## src/rtl/serial_sub_ctrl.sv

```systemverilog
// Multi-cycle unsigned subtractor: one 2-bit borrow-chained slice stepped
// LSB pair to MSB pair, finishing with a one-cycle done pulse.
module serial_sub_ctrl #(
    parameter int WIDTH = 8
) (
    input  logic             clk,
    input  logic             rst,
    input  logic             start,
    input  logic [WIDTH-1:0] a,
    input  logic [WIDTH-1:0] b,
    input  logic             borrow_in,
    output logic             busy,
    output logic             done,
    output logic [WIDTH-1:0] diff,
    output logic             borrow_out
);
    localparam int N  = WIDTH / 2;
    localparam int CW = (N > 1) ? $clog2(N) : 1;

    generate
        if (WIDTH < 2 || (WIDTH % 2) != 0) begin : g_bad_width
            $error("serial_sub_ctrl: WIDTH must be even and >= 2");
        end
    endgenerate

    typedef enum logic {IDLE, RUN} state_t;
    state_t state, state_nxt;

    logic [WIDTH-1:0] a_r, b_r, res, res_nxt;
    logic             bor_r;
    logic [CW-1:0]    cnt;
    logic [1:0]       d;
    logic             bout;
    logic             last;
    logic             accept;

    always_comb begin
        state_nxt = state;
        accept    = 1'b0;
        // Operands shift right each step, so the active pair is always [1:0].
        {bout, d} = {1'b0, a_r[1:0]} - {1'b0, b_r[1:0]} - {2'b00, bor_r};
        last      = (cnt == CW'(N - 1));
        res_nxt   = res;
        for (int k = 0; k < N; k++) begin
            if (cnt == CW'(k)) res_nxt[2*k +: 2] = d;
        end
        case (state)
            IDLE: begin
                if (start) begin
                    accept    = 1'b1;
                    state_nxt = RUN;
                end
            end
            RUN: begin
                if (last) state_nxt = IDLE;
            end
            default: state_nxt = IDLE;
        endcase
    end

    assign busy = (state == RUN);

    always_ff @(posedge clk) begin
        if (rst) state <= IDLE;
        else     state <= state_nxt;
    end

    always_ff @(posedge clk) begin
        if (rst) begin
            a_r        <= '0;
            b_r        <= '0;
            bor_r      <= 1'b0;
            cnt        <= '0;
            res        <= '0;
            diff       <= '0;
            borrow_out <= 1'b0;
            done       <= 1'b0;
        end else begin
            done <= 1'b0;
            if (accept) begin
                a_r   <= a;
                b_r   <= b;
                bor_r <= borrow_in;
                cnt   <= '0;
                res   <= '0;
                diff  <= '0;
            end else if (state == RUN) begin
                a_r   <= a_r >> 2;
                b_r   <= b_r >> 2;
                bor_r <= bout;
                res   <= res_nxt;
                cnt   <= cnt + 1'b1;
                if (last) begin
                    diff       <= res_nxt;
                    borrow_out <= bout;
                    done       <= 1'b1;
                end
            end
        end
    end
endmodule

```

## config.mk

```make
export PLATFORM = sky130hd
export DESIGN_NAME = serial_sub_ctrl
export DESIGN_NICKNAME = d
export VERILOG_FILES = /design/src/rtl/serial_sub_ctrl.sv
export SDC_FILE = /design/constraint.sdc
export NUM_CORES = 1
export LEC_CHECK = 0
export ABC_AREA = 1
export CAP_MARGIN = 20
export CORE_MARGIN = 2
export CORE_UTILIZATION = 50
export CTS_CLUSTER_DIAMETER = 60
export DETAILED_ROUTE_END_ITERATION = 6
export GPL_TIMING_DRIVEN = 0
export PLACE_DENSITY = 0.81
export SETUP_SLACK_MARGIN = 0.05
export SYNTH_ARGS = -nofsm -noshare
export SYNTH_HDL_FRONTEND = slang
export SYNTH_SLANG_ARGS = --single-unit
export TNS_END_PERCENT = 1
```

## constraint.sdc

```tcl
create_clock -name clk -period 5.8 [get_ports clk]
set_input_delay 0.58 -clock clk [delete_from_list [all_inputs] [get_ports clk]]
set_output_delay 0.58 -clock clk [all_outputs]
set_load 0.05 [all_outputs]
```

==> out/qor.csv <==
stage,metric,value,unit
sta,clock.fmax,0.410,GHz
clock_network,ctsHtreeMaxLevel,2,
cells_and_area,finished_layout_cell_area,2130,sq um
cells_and_area,insertedDiodeCount,0,
clock_network,clock_latency,0.33,ns
min_path,timing.hold.worst.class,flip-flop to flip-flop,
logic_synthesis,post_synth_instance_area,1710,sq um
sta,report.final.hold_viol_count,0,
clock_network,ctsLongestPathBuffers,2,
sta,slew_headroom,0.670,
sta,fin_skew,0.00723,ns
sta,timing.final.crit_period,2.44,ns
logic_synthesis,synth.top_cell.area_share,0.422,
logic_synthesis,synthDistinctLibCells,20,
logic_synthesis,synth.most_common_cell,sky130_fd_sc_hd__nand2_1,
global_route,global_route_usage_sum,0.198,
global_route,grt_pass1_vias,1483,
placement,detailed_place.area,2070,sq um
cells_and_area,layout_nets,312,
clock_network,clk_transition_reported_paths,0.10,ns
placement,numPlacedInstances,323,
clock_network,numClockSinks,36,
power_and_ir_drop,switchingPower,0.131,mW
logic_synthesis,synth_area_leader_cell,sky130_fd_sc_hd__dfxtp_1,
job,maxCapViolCount,0,
power_and_ir_drop,sequentialPowerShare,0.542,
floorplan,die_height,62.5,um
sta,period_share,0.421,
global_route,gr-total-overflow,0,
route,post_route_wl,3.42,mm
global_route,antenna_found_initial,0,
logic_synthesis,netlist_instances,247,
logic_synthesis,most_frequent_cells_after_synthesis,"sky130_fd_sc_hd__nand2_1, sky130_fd_sc_hd__dfxtp_1, sky130_fd_sc_hd__inv_1, sky130_fd_sc_hd__nand3_1, sky130_fd_sc_hd__nor2_1",
logic_synthesis,async_s_r_ff_share_synth,0,
floorplan,die-width,62.5,um
cells_and_area,final_cells,331,
route,drt_pre_antenna_iters,4,
floorplan,start_util,0.516,
power_and_ir_drop,cellPowerDensity,228,nW/um^2
sta,hold_ws,0.466,ns
power_and_ir_drop,internal_power,0.354,mW
sta,number_of_pins_exceeding_their_max_slew_limit_in_the_final_report,0,
setup_path,worst-endpoint-arrival,2.71,ns
clock_network,postCtsHoldBufs,0,
sta,layout_setup_ws,3.36,ns
sta,grt_setup_unrepaired,no,
global_route,grt_first_pass_wirelength,6.24,mm
setup_path,worst_setup_path_end_kind,flip-flop,
global_route,grt_start_max_net_pins,11,
logic_synthesis,ys_ff_latch,36,
setup_path,critical_path.max_fanout,4,
cells_and_area,layout-drive-gt1-share,0.0772,
placement,post-dp-hpwl,2.52,mm
cells_and_area,signed_area_change_from_the_synthesized_netlist_to_the_final_layout,24.4,%
clock_network,post-cts-setup-buffers,0,
logic_synthesis,mappedNetlistNets,275,
clock_network,ctsRootBufferMaster,sky130_fd_sc_hd__clkbuf_4,
logic_synthesis,synth_edf_count,0,
route,drc,0,
setup_path,required,6.07,ns
cells_and_area,filler_cell_count,324,
placement,place_worst_setup_slack,3.38,ns
placement,io_buffers,30,
logic_synthesis,dominantRegCellSynth,sky130_fd_sc_hd__dfxtp_1,
route,post_drt_via_cell_ratio,4.58,
logic_synthesis,syn_avg_cell_area,6.92,sq um
logic_synthesis,warnings_from_yosys,0,
floorplan,design.portCount,31,
floorplan,core_area,3310,sq um
sta,tightest_pin_transition,0.493,ns
power_and_ir_drop,clock_power_share,0.285,
power_and_ir_drop,pwr-share-comb,0.174,
placement,routabilityCongestion,0.794,
clock_network,cts_resized,0,
route,drt-wirelength-per-cell,10.3,um
setup_path,worstSetupPathType,flip-flop to flip-flop,
floorplan,core.rowCount,21,
sta,finalSetupViolations,0,
power_and_ir_drop,swShare,0.271,
logic_synthesis,synth_top_cells_by_area,"sky130_fd_sc_hd__dfxtp_1, sky130_fd_sc_hd__nand2_1, sky130_fd_sc_hd__inv_1",
sta,setup-tns-final,0,ns
outcome,status,finished clean,
route,route.antenna.remaining_nets,0,
clock_network,cts_tree,built,
power_and_ir_drop,max-vdd-ir-drop,136,uV
power_and_ir_drop,leakage,1.04,nW
route,vias,1517,
clock_network,cts-buffers-inserted,5,
logic_synthesis,synth-seq-area-share,0.422,
route,dr.first_iter.drc_count,68,
setup_path,startpoint_type,flip-flop,
floorplan,design.die.area,3900,sq um
## metal layers
layer | part of all wire | track usage
met2 | 0.46 | 0.331
met5 | 0 | 0
met4 | 0.016 | 0.0750
met1 | 0.49 | 0.242
met3 | 0.034 | 0.0541
## layout by cell type, fill, tap and decap left out, drive strengths merged
cell           count
nand2             97
inv               37
dfxtp             36
clkdlybuf4s50     30
nand3             23
nor2              20
a21oi             11
clkbuf             9
buf                7
ha                 6
o21ai              4
or2                2
fa                 2
nor3               1
## stage by stage
step,total power [mW],util
global route,0.518,0.642
finish,0.485,0.642
global placement,0.351,0.624
detailed placement,0.353,0.624
floorplan,0.324,-
CTS,0.490,0.642
## path summary, 6_finish.rpt
| kind | from | to | slack, ns | cells past startpoint |
|---|---|---|---|---|
| worst min-delay path | diff[5] | diff[5] | 0.47 | 2 |
| worst max-delay path | b_r[0] | res[1] | 3.36 | 10 |
| worst max register to register | b_r[0] | res[1] | 3.36 | 10 |
| worst min register to register | diff[5] | diff[5] | 0.47 | 2 |
## worst max-delay path, stage by stage, from the launching register on
cell and delay (ns):
sky130_fd_sc_hd__dfxtp_1 0.37, sky130_fd_sc_hd__inv_1 0.07, sky130_fd_sc_hd__fa_1 0.54, sky130_fd_sc_hd__inv_1 0.06
sky130_fd_sc_hd__ha_1 0.16, sky130_fd_sc_hd__or2_2 0.28, sky130_fd_sc_hd__fa_1 0.57, sky130_fd_sc_hd__nand2_1 0.08
sky130_fd_sc_hd__nand2_1 0.08, sky130_fd_sc_hd__nand2_1 0.05, sky130_fd_sc_hd__a21oi_1 0.11
## cells by family (layout without fill, tap and decap cells)
family,Yosys count,count (layout),synth area share
simple gates,143,143,0.346
compound gates,15,15,0.0439
flops,36,36,0.422
buf+inv,45,83,0.121
fa+ha+maj,8,8,0.0673
## sequential cells by signal (all words and copies together) (netlist names)
register and flops:
b_r 8, diff 8, busy 1, a_r 8
bor_r 1, res 6, borrow_out 1, done 1
cnt 2
## final cells by class
class,count,area (sq um),share of cell area
plain buffers,8,62.6,0.0294
clock buffers,8,58.8,0.0277
flip-flops and latches,36,721,0.339
inverters,37,144,0.0677
multi-input cells,166,782,0.368
well taps,46,57.6,0.0271
repair buffers,30,300,0.141
## power by group through the flow
| stage | combinational (mW) | sequential [mW] | clock [mW] |
|---|---|---|---|
| 2_1_floorplan | 0.0547 | 0.269 | 0 |
| 3_3_place_gp | 0.0831 | 0.268 | 0 |
| 3_5_place_dp | 0.0843 | 0.269 | 0 |
| 4_1_cts | 0.0849 | 0.263 | 0.142 |
| 5_1_grt | 0.0979 | 0.264 | 0.155 |
| 6_report | 0.0843 | 0.263 | 0.138 |
Power figures use the tool's default switching activity.
